$ cat src/rtl/seq_mult.sv
// Multi-cycle shift-add multiplier (signed/unsigned) with start/busy/done handshake.
// Define SEQ_MULT_EARLY_OUT_EN to leave CALC as soon as the remaining multiplier is zero.
module seq_mult #(
  parameter int WIDTH = 32
) (
  input  logic                 clk,
  input  logic                 reset,
  input  logic                 start,
  input  logic                 is_signed,
  input  logic [WIDTH-1:0]     a,
  input  logic [WIDTH-1:0]     b,
  output logic                 busy,
  output logic                 done,
  output logic [2*WIDTH-1:0]   z
);

  localparam int CNT_W = $clog2(WIDTH);

  typedef enum logic [1:0] {
    S_IDLE,
    S_CALC,
    S_DONE
  } state_t;

  state_t             state_q;
  logic               sgn_q;
  logic [WIDTH-1:0]   mcand_q;
  logic [WIDTH-1:0]   mplier_q;
  logic [2*WIDTH-1:0] acc_q;
  logic [CNT_W-1:0]   cnt_q;
  logic               busy_q;
  logic               done_q;
  logic [2*WIDTH-1:0] z_q;

  logic [2*WIDTH-1:0] acc_d;
  logic [WIDTH-1:0]   mplier_d;
  logic [WIDTH-1:0]   a_mag;
  logic [WIDTH-1:0]   b_mag;
  logic [2*WIDTH-1:0] prod;
  logic               last_iter;

  // Operands are reduced to magnitudes; the sign is reapplied once at the end.
  always_comb begin
    a_mag    = (is_signed && a[WIDTH-1]) ? -a : a;
    b_mag    = (is_signed && b[WIDTH-1]) ? -b : b;
    acc_d    = acc_q;
    if (mplier_q[0]) begin
      acc_d = acc_q + ({{WIDTH{1'b0}}, mcand_q} << cnt_q);
    end
    mplier_d  = mplier_q >> 1;
    last_iter = (cnt_q == CNT_W'(WIDTH - 1));
`ifdef SEQ_MULT_EARLY_OUT_EN
    if (mplier_d == '0) begin
      last_iter = 1'b1;
    end
`endif
    prod = sgn_q ? -acc_q : acc_q;
  end

  // NOTE: all state updates use non-blocking assignments so every register
  // samples the pre-edge values, independent of statement order.
  always_ff @(posedge clk) begin
    if (reset) begin
      state_q  <= S_IDLE;
      sgn_q    <= 1'b0;
      mcand_q  <= '0;
      mplier_q <= '0;
      acc_q    <= '0;
      cnt_q    <= '0;
      busy_q   <= 1'b0;
      done_q   <= 1'b0;
      z_q      <= '0;
    end else begin
      done_q <= 1'b0;
      case (state_q)
        S_IDLE: begin
          if (start) begin
            sgn_q    <= is_signed & (a[WIDTH-1] ^ b[WIDTH-1]);
            mcand_q  <= a_mag;
            mplier_q <= b_mag;
            acc_q    <= '0;
            cnt_q    <= '0;
            busy_q   <= 1'b1;
            state_q  <= S_CALC;
          end
        end
        S_CALC: begin
          acc_q    <= acc_d;
          mplier_q <= mplier_d;
          cnt_q    <= cnt_q + 1'b1;
          if (last_iter) begin
            state_q <= S_DONE;
          end
        end
        S_DONE: begin
          z_q     <= prod;
          done_q  <= 1'b1;
          busy_q  <= 1'b0;
          state_q <= S_IDLE;
        end
        default: state_q <= S_IDLE;
      endcase
    end
  end

  assign busy = busy_q;
  assign done = done_q;
  assign z    = z_q;

endmodule
$ cat config.mk
export PLATFORM = sky130hd
export DESIGN_NAME = seq_mult
export DESIGN_NICKNAME = d
export VERILOG_FILES = /design/src/rtl/seq_mult.sv
export SDC_FILE = /design/constraint.sdc
export NUM_CORES = 1
export LEC_CHECK = 0
export CELL_PAD_IN_SITES_DETAIL_PLACEMENT = 1
export CELL_PAD_IN_SITES_GLOBAL_PLACEMENT = 2
export CORE_MARGIN = 2
export CORE_UTILIZATION = 38
export CTS_CLUSTER_DIAMETER = 50
export DETAILED_ROUTE_END_ITERATION = 10
export PLACE_DENSITY_LB_ADDON = 0.1
export SLEW_MARGIN = 40
export SYNTH_ARGS = -nofsm -noshare
export SYNTH_HDL_FRONTEND = slang
export SYNTH_SLANG_ARGS = --single-unit
export TNS_END_PERCENT = 50
$ cat constraint.sdc
create_clock -name clk -period 8.5 [get_ports clk]
set_clock_uncertainty 0.1 [all_clocks]
set_input_delay 1.7 -clock clk [delete_from_list [all_inputs] [get_ports clk]]
set_output_delay 1.7 -clock clk [all_outputs]
set_load 0.05 [all_outputs]
* Word-level counts from Yosys, hierarchy flattened
Cells that the tools add are included.
** Storage, ports and cells
- Register bits after elaboration :: 202
- Bits of input ports :: 68
- Output and inout port bits :: 66
- Word-level logic and storage cells :: 49
** Operators by class
- Add/sub/neg operators :: 5
- Equal/unequal tests :: 6
- Shift operators :: 1
- Multiplexer cells :: 16
- Bitwise gates (word level) :: 2
- Reduce and logical (&&, ||, !) cells :: 10
** Operators by type and width (count)
- $mux 64 :: 3
- $pmux 64 s2 :: 1
- $mux 32 :: 3
- $add 64x64->64 :: 1
- $neg 32->32 :: 2
- $neg 64->64 :: 1
- $pmux 32 s2 :: 1
- $shl 32x5->64 :: 1
- $pmux 5 s2 :: 1
- $reduce_and 2->1 :: 4
- $ne 2x2->1 const B :: 3
- $add 5x1->5 const B :: 1
- $eq 5x5->1 const B :: 1
- $mux 5 :: 1
- $mux 2 :: 2
- $pmux 2 s2 :: 1
- $reduce_bool 2->1 :: 2
- $reduce_and 3->1 :: 1
- $eq 2x1->1 const B :: 1
- $eq 2x2->1 const B :: 1
- $logic_and 1x1->1 :: 2
- $logic_not 2->1 :: 1
- $mux 1 :: 2
- $pmux 1 s2 :: 1
- other kinds (2) :: 2

* Depth between registers and ports, before layout
Gate-level depths: netlist of the first run.
- Depth in word-level cells :: 4
- Gate-level depth with buffers :: 21
- Mapped depth without buffers :: 19

* Worst setup path after synthesis of the first run
Ideal clock, no wire load.
- Path type :: flip-flop to flip-flop
- Start point :: reg cnt_q[0]
- End point :: reg acc_q[49]
- Setup time :: 0.117 ns
- Arrival :: 4.525 ns
- Data required time :: 8.283 ns
- Setup slack :: 3.758 ns
- Stages on the path, launching flop included :: 20
- Period minus slack after synthesis :: 4.742 ns
- Path through :: dfxtp_1 > clkbuf_1 > buf_1 > mux4_2 > mux2i_1 > nand2_1 > o21ai_0 > o21ai_0 > ha_1 > clkbuf_1 > a21o_1 > a21oi_1 > o21bai_1 > a2111oi_0 > o22ai_1 > a21oi_1 > o31ai_1 > a21boi_0 > mux2i_1 > nand2_1
** Between the ends
- Cells in the longest elaborated chain, start to end :: 4
** Ends and longest elaborated chain
- start, declared :: RTL line 30 : logic [CNT_W-1:0] cnt_q;
- start signal, assigned :: RTL line 90 : cnt_q <= cnt_q + 1'b1;
- $shl 32x5->64 :: RTL line 48 : acc_d = acc_q + ({{WIDTH{1'b0}}, mcand_q} << cnt_q);
- $add 64x64->64 :: RTL line 48
- $mux 64 :: RTL line 47 : if (mplier_q[0]) begin
- $pmux 64 s2 :: RTL line 75 : case (state_q)
- end signal, assigned :: RTL line 68 : acc_q <= '0;
- end signal, assigned :: RTL line 81 : acc_q <= '0;
- end signal, assigned :: RTL line 88 : acc_q <= acc_d;
- end, declared :: RTL line 29 : logic [2*WIDTH-1:0] acc_q;
Every way passes these cells. The select of a mux whose other input is x is not followed.
A chain may end at the register's enable or synchronous reset.

* Worst setup path after layout of the first run
- Start point :: reg cnt_q[1]
- End point :: reg acc_q[45]
The elaborated chain is that of the path after synthesis.

==> results of run 1 <==
[metrics by stage]
| stage | power, W | instances | setup slack, ns | hold slack (ns) | util |
|---|---|---|---|---|---|
| 6_report | 0.00275 | 2524 | 2.81 | 0.347 | 0.457 |
| 5_1_grt | 0.00287 | 2524 | 2.57 | 0.382 | 0.457 |
| 4_1_cts | 0.00278 | 2524 | 2.94 | 0.354 | 0.456 |
| 3_5_place_dp | 0.00146 | 2472 | 3.00 | 0.342 | 0.429 |
| 3_3_place_gp | 0.00145 | 2472 | 2.89 | 0.333 | 0.429 |
| 2_1_floorplan | 0.00131 | 1924 | 3.76 | 0.332 | - |
[synth_stat cells (all sizes together), types with 13 or more instances]
master  number
inv         32
nor2       185
a31oi       14
nand3       23
nand2      251
a21oi      150
xor2       101
mux2i       48
clkbuf     105
xnor2       69
nor4        13
o31ai       23
o41ai       20
mux2        24
nor3        30
a22oi       53
nand4       20
nand2b      14
and2        14
mux4        22
a211oi      34
or3         21
o21bai      18
o21ai      195
ha          68
o22ai       19
buf         15
dfxtp      202
a21o        34
or4         15
[power groups by stage]
| stage | logic [W] | registers, W | clock network (W) |
|---|---|---|---|
| finish | 0.000431 | 0.00102 | 0.00131 |
| global route | 0.000472 | 0.00102 | 0.00138 |
| CTS | 0.000431 | 0.00102 | 0.00133 |
| detailed placement | 0.000428 | 0.00104 | 0 |
| global placement | 0.000420 | 0.00103 | 0 |
| floorplan | 0.000292 | 0.00101 | 0 |
[worst paths after layout]
check | from | endpoint | slack (ns)
hold / removal | z[36]$_SDFFE_PP0P_ | z[36]$_SDFFE_PP0P_ | 0.35
setup reg to reg | cnt_q[1]$_SDFFE_PP0P_ | acc_q[45]$_SDFFE_PP0P_ | 2.81
hold reg to reg | z[36]$_SDFFE_PP0P_ | z[36]$_SDFFE_PP0P_ | 0.35
setup / recovery | cnt_q[1]$_SDFFE_PP0P_ | acc_q[45]$_SDFFE_PP0P_ | 2.81
[cell type report]
| class | count | area share |
|---|---|---|
| inverter | 32 | 0.00682 |
| multi-input combinational | 1570 | 0.584 |
| sequential | 202 | 0.230 |
| timing repair buffer | 150 | 0.0827 |
| clock inverter | 19 | 0.0177 |
| tap | 518 | 0.0368 |
| clock buffer | 33 | 0.0414 |
[worst min-delay path: stages (launching register included)]
cell and delay [ns]:
dfxtp_1 0.32, nand2_1 0.04, o21ai_0 0.05
[registers in the layout, summed over array words and instances (netlist names)]
signal    cells
acc_q        64
busy          1
cnt_q         5
done          1
mcand_q      32
mplier_q     32
sgn_q         1
state_q       2
z            64
[routing by layer]
metal | global-route usage | share of wire
met1 | 0.327 | 0.48
met2 | 0.401 | 0.47
met3 | 0.0228 | 0.037
met4 | 0.0593 | 0.021
met5 | 0 | 0
[logic make-up (layout without fill, tap and decap cells)]
group	Yosys count	count (layout)	share of synthesized area
flops	202	202	0.272
xor+xnor	170	170	0.100
fa+ha+maj	69	69	0.0587
buf+inv	152	234	0.0385
mux	94	94	0.0840
compound gates	607	607	0.253
simple gates	630	630	0.193
==> metrics.txt, run 1 <==
Clock transition at path regs=about 0.060 ns; hold_buf cts=0; Die Width=202 um; Critical Path End Type=flop; Post-layout nets=2121; shortest period the worst path allows=5.69 ns; synth warn=0; Leakage=6.55 nW; outcome=finished, final reports clean; Synth area leader=dfxtp_1; fin crit share=0.669; Syn Nets=2061; Fmax=176 MHz; Crit path top cell by count=a21oi_1; Clock Sinks=202; die height=202 um; Setup-failing EPs final=0; sw frac=0.279; sequential share of power=0.369; CORE AREA=0.0386 sq mm; most common cell after layout, fill and taps aside=nand2_1; Post-Route WL=between 40000 and 50000 um; Hold Vio Cnt, Final=0; First DRT Iteration DRCs=784; average vias per placed instance=5.70; slew of the pin with the lowest slew margin=0.806 ns; port bufs=133; htree depth=1; global route overflow=0; Internal Power=0.00198 W; row count=72; Post-DRT Antenna Nets=0; Crit path depth=18; Reg area=0.00405 sq mm; Critical Path Start Type=flop; PD cells=approximately 160 mW/mm^2; ys flop type=dfxtp_1; routed vias=~14000; WHS Path Cells=2; Data required, critical path=8.88 ns; CTS resizes=0; CP Class=reg2reg; drt drc=0; Syn Inst Count=1924; DP HPWL=between 30000 and 40000 um; die area=0.0407 sq mm; Fill cells=4767; Yosys cell types=66; peak supply drop=0.116 mV; multi-input logic area=0.0103 sq mm; area grow syn2layout=18.6%; Post-CTS Repair Setup Buffers=0; largest cells by area after synthesis=dfxtp_1, o21ai_0, nand2_1, xor2_1, ha_1; Synth top area share=0.272; Worst-Skew Late Latency=0.56 ns; Crit-path slowest cell=dfxtp_1; CP Buf/Inv Count=1; Placed Area=0.0166 sq mm; antenna violations before repair=0; Post-synth EDFFs=0; largest net degree at the start of global routing=67; Logic pwr share=0.157; worst rel slew slack=0.457; post-synthesis cell area=0.0148 sq mm; final instance area=about 0.018 sq mm; Reg2Reg Depth=18; routed len/inst=around 20 um; syn avg cell area=7.71 sq um; drt pass-1 iters=5; commonest cells after routing, fill and taps aside=nand2_1, dfxtp_1, o21ai_0, nor2_1, a21oi_1; Data arrival, critical path=about 6 ns; overall routing resource usage=0.238; Worst path max stage delay=just over 0.6 ns; Initial Utilization=0.385; Psw=roughly 0.00077 W; asr flop ratio synth=0; Final Wtd Congestion=between 0.9 and 1; FF+latch count, synth=202; Clk network pwr share=0.474; Antenna Cells=0; Worst Hold Class=reg2reg; MaxCap Viol Count=0; # IOs=134; ratio of cells with drive above 1 in the final layout=0.0743; post-route setup TNS=0 ns; CTS Buf Count=28; CTS tree=yes; Final Max Tran Viols=0; Critical Path Fanout Max=32; Seq/Total Area, Yosys=0.272; crit-path cells=buf_4 > mux2_2 > a21oi_1 > nor2_1 > a21oi_1 > mux2_2 > mux2i_1 > ha_1 > and3_1 > nand2_1 > nor2_1 > nand3_1 > nor4_1 > a21oi_1 > o31ai_1 > a21boi_0 > xor2_1 > o21ai_0; first-pass GRT wire length=approximately 79000 um; Top delay family on crit path=compound AO/OA/AOI/OAI gates; Root Driver=clkbuf_16; number of global-route vias before repair=14271; Max clock buf depth=3; RSZ-0062 raised after global routing=false
Power figures use the tool's default switching activity.
==> run 2: changes to the inputs <==
--- a/config.mk
+++ b/config.mk
@@ -8,7 +8,7 @@
 export CELL_PAD_IN_SITES_DETAIL_PLACEMENT = 1
 export CELL_PAD_IN_SITES_GLOBAL_PLACEMENT = 2
 export CORE_MARGIN = 2
-export CORE_UTILIZATION = 38
+export CORE_UTILIZATION = 35
 export CTS_CLUSTER_DIAMETER = 50
 export DETAILED_ROUTE_END_ITERATION = 10
 export PLACE_DENSITY_LB_ADDON = 0.1
==> constraint.sdc (replaced) <==
create_clock -name clk -period 5.24 [get_ports clk]
set_clock_uncertainty 0.1 [all_clocks]
set_input_delay 1.048 -clock clk [delete_from_list [all_inputs] [get_ports clk]]
set_output_delay 1.048 -clock clk [all_outputs]
set_load 0.05 [all_outputs]
==> run 2 against run 1 <==
Net effect: global-route usage shrank 1.3 points; critical endpoint is now acc_q[60]$_SDFFE_PP0P_; total power up 61%; maximum frequency increased by 19%; non-clock buffer count rose by 29; first-iteration DRC count decreased by 6.4%; wire length is 1.7% higher; final cell count increased by 2.2%; largest cell class unchanged; clock-buffer cell count rose by 5; final area up 1.6%; clock power increased by 57%; utilization decreased by 3.0 points.
==> metrics.txt, run 2 (same netlist as run 1, synthesis figures left out) <==
Clock transition at path regs=0.06 ns (about the same); commonest cells after routing, fill and taps aside=nand2_1, dfxtp_1, o21ai_0, nor2_1, a21oi_1; global route overflow=0 (unchanged); Hold Vio Cnt, Final=0 (unchanged); Post-Route WL=50300 um (+1.7%); die height=210 um (+4.1%); MaxCap Viol Count=0 (unchanged); Critical Path Start Type=flop; Reg area=0.00405 sq mm (about the same); slew of the pin with the lowest slew margin=0.780 ns (-0.0255 ns); antenna violations before repair=0 (unchanged); Worst path max stage delay=0.49 ns (-0.13 ns); First DRT Iteration DRCs=734 (-6.4%); Leakage=6.70 nW (+2.3%); Critical Path End Type=flop; die area=0.0441 sq mm (+8.4%); Data required, critical path=5.58 ns (-3.30 ns); Hold Crit Start=z[31]$_SDFFE_PP0P_; multi-input logic area=0.0103 sq mm (-0.13%); outcome=finished, final reports clean; drt drc=0 (unchanged); Final Non-Filler Cells=2579 (+2.2%); hold_buf cts=0 (unchanged); CTS Buf Count=31 (+11%); first-pass GRT wire length=80000 um (+1.6%); post-place setup slack=0.404 ns (-2.59 ns); Final Max Tran Viols=0 (unchanged); Worst Hold Class=reg2reg; ratio of cells with drive above 1 in the final layout=0.0902 (+0.0159); crit-path cells=buf_4 > mux2_2 > o21ai_0 > nor2_1 > a21oi_1 > mux2_2 > mux2i_1 > ha_1 > a21oi_1 > o21ai_0 > a21o_1 > a211oi_1 > o21ai_0 > a31oi_1 > o21ai_0 > buf_4 > a31oi_1 > xor2_1 > o21ai_0; Crit path top cell by count=o21ai_0; CORE AREA=0.0419 sq mm (+8.8%); Critical Path Fanout Max=10 (-69%); routed len/inst=19.5 um (-0.46%); PD cells=248 mW/mm^2 (+58%); Crit-path slowest cell=dfxtp_1; Clock Sinks=202 (unchanged); final instance area=0.0179 sq mm (+1.6%); Die Width=210 um (+4.1%); Data arrival, critical path=5.12 ns (-0.94 ns); most common cell after layout, fill and taps aside=nand2_1; shortest period the worst path allows=4.79 ns (-0.900 ns); post-route setup TNS=0 ns (unchanged); Post-DRT Antenna Nets=0 (unchanged); Fill cells=5073 (+6.4%); port bufs=133 (unchanged); worst rel slew slack=0.478 (+0.0211); overall routing resource usage=0.226 (-0.0125); largest net degree at the start of global routing=59 (-12%); area grow syn2layout=20.5%; fin crit share=0.914 (+0.245); WHS=0.346 ns (-0.00101 ns); Antenna Cells=0 (unchanged); CP Launch Point=cnt_q[1]$_SDFFE_PP0P_; Setup-failing EPs final=0 (unchanged); Initial Utilization=0.354 (-0.0311); routed vias=14355 (-0.19%); Placed Area=0.0168 sq mm (+1.7%); Max clock buf depth=3 (unchanged); Final Wtd Congestion=0.875 (-5.7%); row count=75 (+4.2%); Post-layout nets=2153 (+1.5%); Fmax=209 MHz (+19%); Worst Slack Setup Final=0.451 ns (-2.36 ns); peak supply drop=0.164 mV (+42%); average vias per placed instance=5.57 (-2.3%); # IOs=134 (unchanged); number of global-route vias before repair=14393 (+0.85%); RSZ-0062 raised after global routing=false; Worst-Skew Late Latency=0.58 ns (+0.02 ns); drt pass-1 iters=6 (+1); Root Driver=clkbuf_16; CP Class=reg2reg; htree depth=1 (unchanged); CTS tree=yes; worst reg2reg startpoint=cnt_q[1]$_SDFFE_PP0P_; DP HPWL=39500 um (+3.6%); Cells after DPL=2522 (+2.0%)
[run 2: worst max-delay path: cells and delay by family, from the launching register on]
kind                     cells  cell delay [ns]
AO/OA/AOI/OAI               11             2.27
flip-flops                   1             0.49
buffers and inverters        2             0.42
AND/OR/NAND/NOR              1             0.07
adder cells (fa/ha/maj)      1             0.44
XOR/XNOR                     1             0.17
multiplexers                 3             0.67
[run 2: area by class of cell]
cell class | count | area share
Clock buffer | 38 | 0.0482
Clock inverter | 19 | 0.00980
Inverter | 32 | 0.00672
Sequential cell | 202 | 0.226
Tap cell | 539 | 0.0377
Multi-Input combinational cell | 1570 | 0.575
Timing Repair Buffer | 179 | 0.0964
[run 2: timing repair]
item | 4_1_cts | 5_1_grt
setup buffers | 0 | 0
gates resized for setup | 0 | 2
setup endpoints to repair | 0 | 2
[run 2: where the power goes]
part | switching [W] | total (W) | leakage (nW) | internal, W
registers | 0.0000523 | 0.00164 | 1.64 | 0.00158
logic | 0.000432 | 0.000726 | 4.56 | 0.000294
clock network | 0.000831 | 0.00206 | 0.501 | 0.00123
total | 0.00131 | 0.00443 | 6.70 | 0.00311
[run 2: through the flow]
stage / power (W) / util
2_1_floorplan: 0.00212 / -
3_3_place_gp: 0.00238 / 0.401
3_5_place_dp: 0.00240 / 0.401
4_1_cts: 0.00449 / 0.426
5_1_grt: 0.00463 / 0.426
6_report: 0.00443 / 0.426
[run 2: final timing paths]
check | slack [ns] | cells past startpoint | to
hold reg to reg | 0.35 | 2 | z[31]$_SDFFE_PP0P_
setup reg to reg | 0.45 | 19 | acc_q[60]$_SDFFE_PP0P_
hold / removal | 0.35 | 2 | z[31]$_SDFFE_PP0P_
setup / recovery | 0.45 | 19 | acc_q[60]$_SDFFE_PP0P_
[run 2: routing by layer]
layer,vias up,GRT usage,part of all wire
met4,0,0.0489,0.019
met3,55,0.0277,0.038
li1,7158,-,-
met2,257,0.378,0.46
met1,6885,0.311,0.48
met5,-,0,0
==> run 3: changes to the inputs <==
--- a/config.mk
+++ b/config.mk
@@ -9,7 +9,6 @@
 export CELL_PAD_IN_SITES_GLOBAL_PLACEMENT = 2
 export CORE_MARGIN = 2
 export CORE_UTILIZATION = 35
-export CTS_CLUSTER_DIAMETER = 50
 export DETAILED_ROUTE_END_ITERATION = 10
 export PLACE_DENSITY_LB_ADDON = 0.1
 export SLEW_MARGIN = 40
==> run 3 against run 2 <==
Net effect: hold slack about the same; register-to-register slack got worse by 0.03 ns; setup slack worse by 0.033 ns; utilization decreased by 0.60 points; clock-buffer cell count down 3; via count decreased by 0.63%; largest cell class unchanged; highest routed layer unchanged; critical path type unchanged.
==> metrics.txt, run 3 (same netlist as run 1, synthesis figures left out) <==
Finished Core Util=0.420 (-0.00599); CP Launch Point=cnt_q[1]$_SDFFE_PP0P_; Logic pwr share=0.179 (+0.015); Max clock buf depth=3 (unchanged); CP Class=reg2reg; Critical Path Fanout Max=10 (unchanged); Die Width=210 um (unchanged); Post-DRT Antenna Nets=0 (unchanged); Clk network pwr share=0.416 (-0.050); R2R setup slack=0.42 ns (-0.03 ns); MaxCap Viol Count=0 (unchanged); Clock Sinks=202 (unchanged); multi-input logic area=0.0103 sq mm (unchanged); number of global-route vias before repair=14265 (-0.89%); Antenna Cells=0 (unchanged); most common cell after layout, fill and taps aside=nand2_1; Fmax=207 MHz (-0.68%); PD cells=229 mW/mm^2 (-7.3%); worst rel slew slack=0.474 (-0.00377); slew of the pin with the lowest slew margin=0.786 ns (+0.00563 ns); Hold Crit Start=z[31]$_SDFFE_PP0P_; Critical Path Start Type=flop; drt pass-1 iters=6 (unchanged); Final Max Tran Viols=0 (unchanged); total power=0.00404 W (-8.6%); final instance area=0.0176 sq mm (-1.4%); port bufs=133 (unchanged); worst reg2reg startpoint=cnt_q[1]$_SDFFE_PP0P_; average vias per placed instance=5.56 (about the same); antenna violations before repair=0 (unchanged); CTS Buf Count=24 (-23%); Reg2Reg Depth=19 (unchanged); Psw=0.00117 W (-11%); overall routing resource usage=0.224 (-0.00118); die height=210 um (unchanged); htree depth=1 (unchanged); Critical Path End Type=flop; Final Wtd Congestion=0.875 (unchanged); sequential share of power=0.404 (+0.034); fin crit share=0.920 (+0.00625); sw frac=0.289 (-0.00804); Root Driver=clkbuf_16; r2r endpoint=acc_q[60]$_SDFFE_PP0P_; Data arrival, critical path=5.13 ns (about the same); end of the critical path=acc_q[60]$_SDFFE_PP0P_; routed len/inst=19.5 um (about the same); Leakage=6.59 nW (-1.7%); DP HPWL=39500 um (unchanged); post-place setup slack=0.404 ns (unchanged); routed vias=14264 (-0.63%); Fill cells=5079 (+0.12%); Initial Utilization=0.354 (unchanged); # IOs=134 (unchanged); Post-Route WL=50000 um (-0.50%); drt drc=0 (unchanged); Worst Slack Setup Final=0.418 ns (-0.0327 ns); Data required, critical path=5.55 ns (-0.03 ns); CORE AREA=0.0419 sq mm (unchanged); Post-layout nets=2146 (-0.33%); row count=75 (unchanged); Reg area=0.00405 sq mm (unchanged); first-pass GRT wire length=79500 um (-0.63%); Clock transition at path regs=0.06 ns (about the same); shortest period the worst path allows=4.82 ns (+0.0327 ns); CTS tree=yes; Worst Hold Class=reg2reg; First DRT Iteration DRCs=703 (-4.2%); Placed Area=0.0168 sq mm (unchanged); Setup-failing EPs final=0 (unchanged); Internal Power=0.00288 W (-7.6%); Worst-Skew Late Latency=0.55 ns (-0.03 ns); post-route setup TNS=0 ns (unchanged); largest net degree at the start of global routing=59 (unchanged); Hold Vio Cnt, Final=0 (unchanged); peak supply drop=0.136 mV (-17%); outcome=finished, final reports clean; RSZ-0062 raised after global routing=false; ratio of cells with drive above 1 in the final layout=0.0820 (-0.00822); global route overflow=0 (unchanged); commonest cells after routing, fill and taps aside=nand2_1, dfxtp_1, o21ai_0, nor2_1, a21oi_1; hold_buf cts=0 (unchanged); area grow syn2layout=18.8%; die area=0.0441 sq mm (unchanged)
[run 3: cell types whose count changed in the layout (fill, tap and decap cells not counted)]
cell	change
inv_6	-7
clkbuf_16	-6
clkinvlp_4	-4
clkbuf_1	+3
clkinv_2	+2
inv_8	-2
clkinv_4	-1
[run 3: worst min path at each step]
| stage | cells after the start | slack, ns | end |
|---|---|---|---|
| floorplan | 2 | 0.33 | mplier_q[2]$_SDFFE_PP0P_ |
| global route | 2 | 0.38 | z[63]$_SDFFE_PP0P_ |
| detailed placement | 2 | 0.34 | z[31]$_SDFFE_PP0P_ |
| global placement | 2 | 0.33 | z[38]$_SDFFE_PP0P_ |
| CTS | 2 | 0.35 | z[31]$_SDFFE_PP0P_ |
| finish | 2 | 0.35 | z[31]$_SDFFE_PP0P_ |
[run 3: metrics by stage]
step,hold WS [ns],cells
2_1_floorplan,0.332,1924
3_3_place_gp,0.334,2522
3_5_place_dp,0.341,2522
4_1_cts,0.355,2564
5_1_grt,0.380,2564
6_report,0.346,2564
[run 3: layout make-up]
cell class / count / area share
Multi-Input combinational cell: 1570 / 0.583
Sequential cell: 202 / 0.230
Timing Repair Buffer: 179 / 0.0978
Clock buffer: 35 / 0.0410
Tap cell: 539 / 0.0383
Inverter: 32 / 0.00681
Clock inverter: 7 / 0.00355
[run 3: power by group through the flow]
| stage | logic [W] | registers (W) | clock network (W) |
|---|---|---|---|
| floorplan | 0.000473 | 0.00165 | 0 |
| global placement | 0.000717 | 0.00167 | 0 |
| detailed placement | 0.000730 | 0.00167 | 0 |
| CTS | 0.000733 | 0.00163 | 0.00173 |
| global route | 0.000800 | 0.00164 | 0.00180 |
| finish | 0.000726 | 0.00164 | 0.00168 |
[run 3: layer usage]
metal / part of all wire / GRT usage
met1: 0.49 / 0.310
met2: 0.46 / 0.378
met3: 0.034 / 0.0253
met4: 0.018 / 0.0448
met5: 0 / 0
[run 3: critical path, cell delays in order, from the launching register on]
cell and delay (ns):
dfxtp_1 0.50, buf_4 0.24, mux2_2 0.34, o21ai_0 0.22, nor2_1 0.07, a21oi_1 0.26, mux2_2 0.25, mux2i_1 0.08
ha_1 0.44, a21oi_1 0.25, o21ai_0 0.17, a21o_1 0.21, a211oi_1 0.29, o21ai_0 0.15, a31oi_1 0.26, o21ai_0 0.15
buf_4 0.18, a31oi_1 0.26, xor2_1 0.17, o21ai_0 0.09
[run 3: what timing repair did]
item                       CTS  global route
setup buffers                0             0
setup endpoints to repair    0             2
gates resized for setup      0             2
